### src/rtl/history_list_scroller.sv
// Cursor/window controller for scrolling record lists: edge-detected arrow keys,
// selected-row blink phase, and a row-by-row record lookup sweep for the text renderer.
module history_list_scroller #(
    parameter int DEPTH     = 32,
    parameter int ROWS      = 9,
    parameter int BLINK_DIV = 30,
    localparam int IDX_W    = (ROWS > 1) ? $clog2(ROWS) : 1
) (
    input  logic             prog_clk,
    input  logic             rst,
    input  logic [3:0]       arrow_keys,
    input  logic [7:0]       count,
    output logic [7:0]       cursor,
    output logic [7:0]       top,
    output logic             blink_on,
    output logic             back,
    output logic             select,
    output logic [7:0]       read_record_id,
    output logic             row_wr,
    output logic [IDX_W-1:0] row_idx,
    output logic             row_empty
);

    localparam int K_W  = $clog2(ROWS + 1);
    localparam int BC_W = $clog2(BLINK_DIV);
    localparam logic [8:0]      ROWS_9  = 9'(ROWS);
    localparam logic [7:0]      ROWS_8  = 8'(ROWS);
    localparam logic [7:0]      DEPTH_8 = 8'(DEPTH);
    localparam logic [K_W-1:0]  K_LAST  = K_W'(ROWS);
    localparam logic [BC_W-1:0] BC_LAST = BC_W'(BLINK_DIV - 1);

    typedef enum logic {IDLE = 1'b0, SWEEP = 1'b1} sweep_state_e;

    logic [3:0]       keys_q;
    logic [7:0]       count_q, count_eff;
    logic [7:0]       cursor_q, cursor_d;
    logic [7:0]       top_q, top_d;
    logic             blink_q, blink_d;
    logic [BC_W-1:0]  blink_cnt_q, blink_cnt_d;
    logic             back_q, back_d;
    logic             select_q, select_d;
    sweep_state_e     state_q, state_d;
    logic [K_W-1:0]   sweep_k_q, sweep_k_d;
    logic [7:0]       addr_q, addr_d;
    logic             row_wr_q, row_wr_d;
    logic [IDX_W-1:0] row_idx_q, row_idx_d;
    logic             row_empty_q, row_empty_d;
    logic [3:0]       press;
    logic             press_one;
    logic             sweep_trig;

    // Pull the window just far enough to keep the cursor visible; an empty cursor leaves it alone.
    function automatic logic [7:0] window_top(input logic [7:0] cur, input logic [7:0] tp);
        logic [8:0] last_visible;
        last_visible = {1'b0, tp} + ROWS_9 - 9'd1;
        if (cur == 8'd0) return tp;
        if (cur < tp) return cur;
        if ({1'b0, cur} > last_visible) return 8'({1'b0, cur} - ROWS_9 + 9'd1);
        return tp;
    endfunction

    function automatic logic [7:0] row_addr(input logic [7:0] tp, input logic [K_W-1:0] k,
                                            input logic [7:0] cnt);
        logic [8:0] id;
        id = {1'b0, tp} + 9'(k);
        return (id > {1'b0, cnt}) ? 8'd0 : id[7:0];
    endfunction

    // NOTE: every variable gets a default at the top of each always_comb so no latch is inferred.
    always_comb begin
        count_eff = (count > DEPTH_8) ? DEPTH_8 : count;
        press     = arrow_keys & ~keys_q;
        press_one = (press != 4'd0) && ((press & (press - 4'd1)) == 4'd0);
        cursor_d  = cursor_q;
        top_d     = top_q;
        back_d    = 1'b0;
        select_d  = 1'b0;

        if (count_q == 8'd0 && count_eff != 8'd0) begin
            cursor_d = 8'd1;
            top_d    = 8'd1;
        end else if (cursor_d > count_eff) begin
            cursor_d = count_eff;
            top_d    = window_top(cursor_d, top_d);
        end
        if (count_eff != 8'd0 && top_d > count_eff) top_d = window_top(cursor_d, top_d);

        // Keys act on the already-adjusted count so a same-cycle count change wins.
        if (press_one) begin
            if (press[3] && count_eff != 8'd0) begin
                if (cursor_d == 8'd1) begin
                    cursor_d = count_eff;
                    top_d    = (count_eff >= ROWS_8) ? count_eff - ROWS_8 + 8'd1 : 8'd1;
                end else begin
                    cursor_d = cursor_d - 8'd1;
                    top_d    = window_top(cursor_d, top_d);
                end
            end else if (press[2] && count_eff != 8'd0) begin
                if (cursor_d == count_eff) begin
                    cursor_d = 8'd1;
                    top_d    = 8'd1;
                end else begin
                    cursor_d = cursor_d + 8'd1;
                    top_d    = window_top(cursor_d, top_d);
                end
            end else if (press[1]) begin
                back_d = 1'b1;
            end else if (press[0]) begin
                select_d = (count_eff != 8'd0);
            end
        end
    end

    always_comb begin
        blink_cnt_d = blink_cnt_q + BC_W'(1);
        blink_d     = blink_q;
        if (count_eff == 8'd0) begin
            blink_cnt_d = '0;
            blink_d     = 1'b0;
        end else if (cursor_d != cursor_q) begin
            blink_cnt_d = '0;
            blink_d     = 1'b1;
        end else if (blink_cnt_q == BC_LAST) begin
            blink_cnt_d = '0;
            blink_d     = ~blink_q;
        end
    end

    // Refresh FSM next state: sweep_k_q is the next row to address; ROWS means only the last result is left.
    always_comb begin
        sweep_trig = (top_d != top_q) || (count_eff != count_q);
        state_d    = state_q;
        sweep_k_d  = sweep_k_q;
        if (sweep_trig) begin
            state_d   = SWEEP;
            sweep_k_d = K_W'(1);
        end else if (state_q == SWEEP) begin
            if (sweep_k_q == K_LAST) begin
                state_d   = IDLE;
                sweep_k_d = '0;
            end else begin
                sweep_k_d = sweep_k_q + K_W'(1);
            end
        end
    end

    // Refresh FSM outputs: a retrigger drops the result of the old sweep's last address.
    always_comb begin
        addr_d      = cursor_d;
        row_wr_d    = 1'b0;
        row_idx_d   = row_idx_q;
        row_empty_d = 1'b0;
        if (sweep_trig) begin
            addr_d = row_addr(top_d, '0, count_eff);
        end else if (state_q == SWEEP) begin
            if (sweep_k_q != '0) begin
                row_wr_d    = 1'b1;
                row_idx_d   = IDX_W'(sweep_k_q - K_W'(1));
                row_empty_d = (addr_q == 8'd0);
            end
            if (sweep_k_q != K_LAST) addr_d = row_addr(top_q, sweep_k_q, count_q);
        end
    end

    // NOTE: state registers use non-blocking assignments so every flop samples pre-edge values.
    always_ff @(posedge prog_clk) begin
        if (rst) begin
            keys_q      <= 4'd0;
            count_q     <= 8'd0;
            cursor_q    <= 8'd0;
            top_q       <= 8'd1;
            blink_q     <= 1'b1;
            blink_cnt_q <= '0;
            back_q      <= 1'b0;
            select_q    <= 1'b0;
            state_q     <= SWEEP;
            sweep_k_q   <= '0;
            addr_q      <= 8'd0;
            row_wr_q    <= 1'b0;
            row_idx_q   <= '0;
            row_empty_q <= 1'b0;
        end else begin
            keys_q      <= arrow_keys;
            count_q     <= count_eff;
            cursor_q    <= cursor_d;
            top_q       <= top_d;
            blink_q     <= blink_d;
            blink_cnt_q <= blink_cnt_d;
            back_q      <= back_d;
            select_q    <= select_d;
            state_q     <= state_d;
            sweep_k_q   <= sweep_k_d;
            addr_q      <= addr_d;
            row_wr_q    <= row_wr_d;
            row_idx_q   <= row_idx_d;
            row_empty_q <= row_empty_d;
        end
    end

    assign cursor         = cursor_q;
    assign top            = top_q;
    assign blink_on       = blink_q;
    assign back           = back_q;
    assign select         = select_q;
    assign read_record_id = addr_q;
    assign row_wr         = row_wr_q;
    assign row_idx        = row_idx_q;
    assign row_empty      = row_empty_q;

endmodule

### config.mk
export PLATFORM = sky130hd
export DESIGN_NAME = history_list_scroller
export DESIGN_NICKNAME = d
export VERILOG_FILES = /design/src/rtl/history_list_scroller.sv
export SDC_FILE = /design/constraint.sdc
export NUM_CORES = 1
export LEC_CHECK = 0
export BUFFER_PORTS_ARGS = -buffer_cell sky130_fd_sc_hd__buf_2
export CORE_MARGIN = 2
export CORE_UTILIZATION = 55
export CTS_CLUSTER_DIAMETER = 100
export DETAILED_ROUTE_END_ITERATION = 7
export PLACE_DENSITY = 0.74
export SYNTH_ARGS = -nofsm -noshare
export SYNTH_HDL_FRONTEND = slang
export SYNTH_SLANG_ARGS = --single-unit
### constraint.sdc
create_clock -name prog_clk -period 16.15 [get_ports prog_clk]
set_input_delay 0.8075 -clock prog_clk [delete_from_list [all_inputs] [get_ports prog_clk]]
set_output_delay 0.8075 -clock prog_clk [all_outputs]
set_load 0.03 [all_outputs]
After elaboration in Yosys (flattened, before gate mapping)
Index checks and enable logic that the tools add are counted.

cells by class
  equal/unequal tests = 8
  add/sub/neg operators = 23
  mux-type cells = 110
  reduce and logical (&&, ||, !) cells = 25
  order comparisons = 14
  bitwise operators = 9

operator list
  cell                                                               count
  two-way mux 8 bit                                                  46
  two-way mux 1 bit                                                  63
  adder 8 x 1 -> 8 bit, second input constant                        6
  zero test 8 bit                                                    6
  subtractor 8 x 4 -> 8 bit, second input constant                   5
  > comparator 8 x 9 -> 1 bit                                        4
  < comparator 8 bit                                                 4
  adder 8 x 4 -> 9 bit, second input constant                        3
  subtractor 9 x 1 -> 9 bit, second input constant                   3
  > comparator 8 bit                                                 3
  != test 8 bit                                                      3
  OR reduction 4 bit                                                 3
  adder 8 x 4 -> 9 bit                                               1
  > comparator 9 x 8 -> 1 bit                                        1
  bitwise AND 4 bit                                                  2
  == test 8 x 1 -> 1 bit, second input constant                      1
  == test 8 bit                                                      1
  greater-or-equal comparator 8 x 4 -> 1 bit, second input constant  1
  > comparator 8 x 6 -> 1 bit, second input constant                 1
  nonzero test 4 bit                                                 2
  nonzero test 8 bit                                                 1
  subtractor 4 x 1 -> 4 bit, second input constant                   2
  subtractor 8 x 1 -> 8 bit, second input constant                   1
  NOT 1 bit                                                          6
  16 further kinds                                                   20

word-level totals
  output and inout port bits = 33
  logic and storage cells = 204
  flip-flop bits (word level) = 55

Longest topological paths before layout
  word-level depth = 54
  depth in mapped cells = 52

Least setup slack after synthesis
No wires, ideal clock.

  kind = in2reg
  start point = input count[6]
  end point = register addr_q[5] (netlist: read_record_id[5])
  stages on the path = 48
  path buffers = 3
  arrival = 9.912 ns
  path slack = 6.154 ns
  cell sequence = or3_1 buf_2 inv_1 clkbuf_1 nand2_1 inv_1 ha_1 nor2b_1 o311ai_1 and3_1 a21oi_1 nor2_1 nand2_1 a21oi_1 inv_1 ha_1 a21oi_1 a21oi_1 [... 12 more ...] o21a_1 o21ai_0 nand2b_1 a21oi_1 or3_1 xnor2_1 nor3_1 a22oi_1 o311a_1 nand3_1 ha_1 a21o_1 a21oi_1 and2_1 nor4_1 o41ai_4 o211ai_1 o31ai_2

on the way
  word-level cells in the longest chain between the ends = 44
  elaborated cells between the ends (all ways) = 141

ends and longest elaborated chain
  what                                                           line     RTL
  from (decl)                                                    12       input logic [7:0] count,
  > comparator 8 x 6 -> 1 bit (*)                                71       count_eff = (count > DEPTH_8) ? DEPTH_8 : count;
  two-way mux 8 bit (*)                                          71
  net count_eff[1]                                               35       logic [7:0] count_q, count_eff;
  branches (longest 38 deep; another with adder 8 x 4 -> 9 bit)  n/a
  two-way mux 8 bit (*)                                          89       if (press_one) begin
  net top_d[6]                                                   37       logic [7:0] top_q, top_d;
  > comparator 8 bit or != test 8 bit (tied branches)            66, 131
  two-way mux 8 bit or logical OR 1 bit (tied branches)          66, 131
  two-way mux 8 bit (*)                                          153      if (sweep_trig) begin
  to (signal assigned)                                           193      addr_q <= addr_d;
  to (decl)                                                      44       logic [7:0] addr_q, addr_d;

Mark *: on every way through the listed nets, which the timed path passes. The select of a mux whose other input is x is not followed.
A chain may end at the register's enable or synchronous reset.

Final worst setup path
  start point = input count[6]
  end point = register addr_q[6] (netlist: read_record_id[6])

on the way
  word-level cells in the longest chain between the ends = 44
  elaborated cells between the ends (all ways) = 141

ends and longest elaborated chain
  what                                                           line
  > comparator 8 x 6 -> 1 bit                                    71
  two-way mux 8 bit (*)                                          71
  branches (longest 38 deep; another with adder 8 x 4 -> 9 bit)  n/a
  two-way mux 8 bit (*)                                          89
  net top_d[6]                                                   37
  > comparator 8 bit or != test 8 bit (tied branches)            66, 131
  two-way mux 8 bit or logical OR 1 bit (tied branches)          66, 131
  two-way mux 8 bit (*)                                          153

Marked as above.

==> qor.csv <==
metric,value,unit
Layout Cells excl Fill,1246,
CTS Buf Count,5,
postcts setup bufs,0,
CP Capture Type,flip-flop,
maximum vdd drop,0.102,mV
async set-reset flop share out of synthesis,0,%
die height,123,um
register share of total power,14.1,%
DR WL/cell,21.2,um
Final Cycle Share,79.8,%
final core utilization,60.2,%
CTS clock-pin slew for the worst setup and hold paths,0.07,ns
final hold viol count,0,
CTS root buf,clkbuf_16,
Synth Area in XOR/XNOR,6.99,%
fmax,0.0776,GHz
number of synthesized flops with an enable pin,0,
distinct cell type count after synthesis,106,
setup_tns,0,ns
CP required,16.37,ns
Power Total,0.00135,W
reg2reg setup slack,4.88,ns
Post-Synth Simple-Gate Area,25.5,%
clock share of power,9.3,%
WHS,0.466,ns
residual DRC count,0,
crit path max fanout,18,
Synth Register Bits,55,
relative max-transition margin,23.9,%
Starting Density,56.4,%
critical path class,in -> reg,
Pins Over Slew Limit,0,
"slowest stage cell, crit path",mux2i_1,
worst slew pin tran,1.14,ns
startpoint types,input pin,
Clock Path Buffers,2,
Synth Area in Compound Gates,29.4,%
final worst path period need,12.89,ns
core area,0.0139,mm2
die width,123,um
final net count,1179,
layout cell share with drive strength beyond 1,10.5,%
area delta synth->final,6.78,%
sw power,0.000734,W
Comb pwr share,76.6,%
Finish-stage setup viols,0,
vias per cell,6.80,
largest net degree at the start of global routing,34,
first-pass GRT wire length,40.4,mm
dpl cells,1238,
Antenna Nets Post-Route,0,
Max Cap Viol,0,
initial antenna violation count,0,
post-synthesis adder-cell area fraction,16.1,%
cts hold-fix bufs,0,
synthesized instance count,1034,
Synth Warn #,0,
largest family of logic cells by synthesized area,compound AO/OA/AOI/OAI gates,
total gr overflow,0,
Most used DFF post-synth,dfxtp_1,
DRT iter0 DRCs,1085,
clk_lat worst skew,0.30,ns
vias in the first global route,7607,
proportion of synthesized area in mux cells,1.94,%
status,finished clean,
Sink Count,55,
die area,0.0152,mm2
Worst Hold Class,reg -> reg,
max incr delay on CP,0.95,ns
Int Pwr,0.000612,W
count of TritonRoute iterations in the first routing pass,5,
ANT cells,0,
row cnt,43,
Synth Cell Area,0.00782,mm2
Max Clock Skew,0.00702,ns
# resized after CTS,0,
gr usage total,34.3,%
pwr dens,161,mW/mm2
IO buf count,46,
"Arr. time, crit path",13.12,ns
Avg Inst Size Synth,7.57,um2
CTS tree,done,
Sw Ratio,54.5,%
htree depth,2,
"Top cell by count, worst path",a21oi_1,
Via Count,8471,
Top Ports,47,
RePlAce Congestion,1.01,
register area share after synthesis,14.1,%
RSZ-0062 raised after global routing,false,
Post-Route WL,26.4,mm
dpl hpwl,20.4,mm
Leakage,3.54,nW
==> state kept, by name (all words and copies together) (netlist names) <==
signal / flops
blink_on: 1
back: 1
count_q: 8
select: 1
blink_cnt_q: 5
sweep_k_q: 4
top: 8
read_record_id: 8
row_idx: 4
keys_q: 4
row_empty: 1
state_q: 1
cursor: 8
row_wr: 1
==> cell usage after synthesis (10+ instances only) <==
| cell | count | area share (%) |
|---|---|---|
| ha_1 | 99 | 16 |
| nor2_1 | 91 | 4.4 |
| nand2_1 | 79 | 3.8 |
| a21oi_1 | 69 | 4.4 |
| inv_1 | 64 | 3.1 |
| dfxtp_1 | 55 | 14 |
| o21ai_0 | 53 | 3.4 |
| xnor2_1 | 48 | 5.4 |
| nand3_1 | 34 | 2.2 |
| clkbuf_1 | 28 | 1.3 |
| nand4_1 | 25 | 2.0 |
| nand2b_1 | 21 | 1.7 |
| nor3_1 | 21 | 1.3 |
| nor2b_1 | 19 | 1.5 |
| o211ai_1 | 19 | 1.8 |
| o21a_1 | 15 | 1.4 |
| a31oi_1 | 14 | 1.1 |
| mux2i_1 | 14 | 1.8 |
| nor4_1 | 14 | 1.1 |
| a21o_1 | 13 | 1.2 |
| and3_1 | 13 | 1.0 |
| o22ai_1 | 13 | 1.0 |
| o31ai_1 | 13 | 1.2 |
| xor2_1 | 10 | 1.1 |
==> final timing paths <==
kind | from | depth (start not counted) | to
worst min register to register | blink_cnt_q[0] | 1 | blink_cnt_q[0]
worst min-delay path | blink_cnt_q[0] | 1 | blink_cnt_q[0]
worst max-delay path | count[6] | 43 | read_record_id[6]
worst max register to register | top[5] | 43 | read_record_id[6]
==> power by group through the flow <==
stage               registers (W)  clock network, W  logic, W
floorplan                0.000203                 0  0.000753
finish                   0.000190          0.000126   0.00103
detailed placement       0.000191                 0  0.000995
global placement         0.000191                 0  0.000984
CTS                      0.000188          0.000128   0.00100
global route             0.000190          0.000133   0.00112
==> per-stage QoR <==
step	instance area, um2	setup slack, ns
after detailed placement	8190	3.35
after CTS	8350	3.64
after global routing	8350	2.77
after floorplan	7860	6.15
after global placement	8190	3.54
final	8350	3.26
==> placed cells by master (no fill, tap or decap), types with 5 or more instances in the layout <==
cell / instances
nand2_1: 79
and3_1: 13
inv_1: 64
a311oi_1: 6
o22ai_1: 13
ha_1: 99
o31ai_1: 13
a211o_1: 9
nand2b_1: 21
nor4_1: 14
mux2i_1: 14
a21o_1: 13
nand4b_1: 5
buf_4: 11
o221ai_1: 5
o21ai_1: 6
a22oi_1: 9
dfxtp_1: 55
xor2_1: 10
clkbuf_16: 5
a211oi_1: 9
o211ai_1: 19
buf_2: 46
nor3_1: 21
nor2b_1: 19
nor2_1: 91
a31oi_1: 14
o21ai_0: 53
and2_1: 9
a21oi_1: 69
nand4_1: 25
xnor2_1: 48
o21a_1: 15
or3_1: 8
nand3_1: 34
conb_1: 12
==> logic make-up (layout without fill, tap and decap cells) <==
kind of cell	after synthesis	count (layout)
AOI/OAI and AO/OA	319	319
buffers and inverters	109	131
and+or+nand+nor	374	374
xor gates and xnor gates	60	60
other	2	12
DFF	55	55
adders and majority gates	100	100
muxes	15	15
==> critical path: cells and delay by family <==
| kind | cells | cell delay [ns] |
|---|---|---|
| buf+inv | 2 | 0.65 |
| simple gates | 13 | 3.64 |
| xor+xnor | 1 | 0.08 |
| compound gates | 21 | 5.20 |
| mux | 2 | 1.18 |
| fa+ha+maj | 4 | 1.51 |
==> routing by layer <==
layer | track usage [%] | routed length (um)
met2 | 54.1 | 11600
met1 | 45.1 | 10900
met4 | 15.8 | 1160
met3 | 6.46 | 2750
met5 | 0 | 0
==> cell type report <==
cell class                 count  area, um2
multi-input combinational    880       6300
fill                        1310       5530
sequential                    55       1100
timing repair buffer          57        313
inverter                      66        248
tap                          180        225
clock buffer                   6        129
clock inverter                 2       38.8
(Power assumes the default switching activity.)
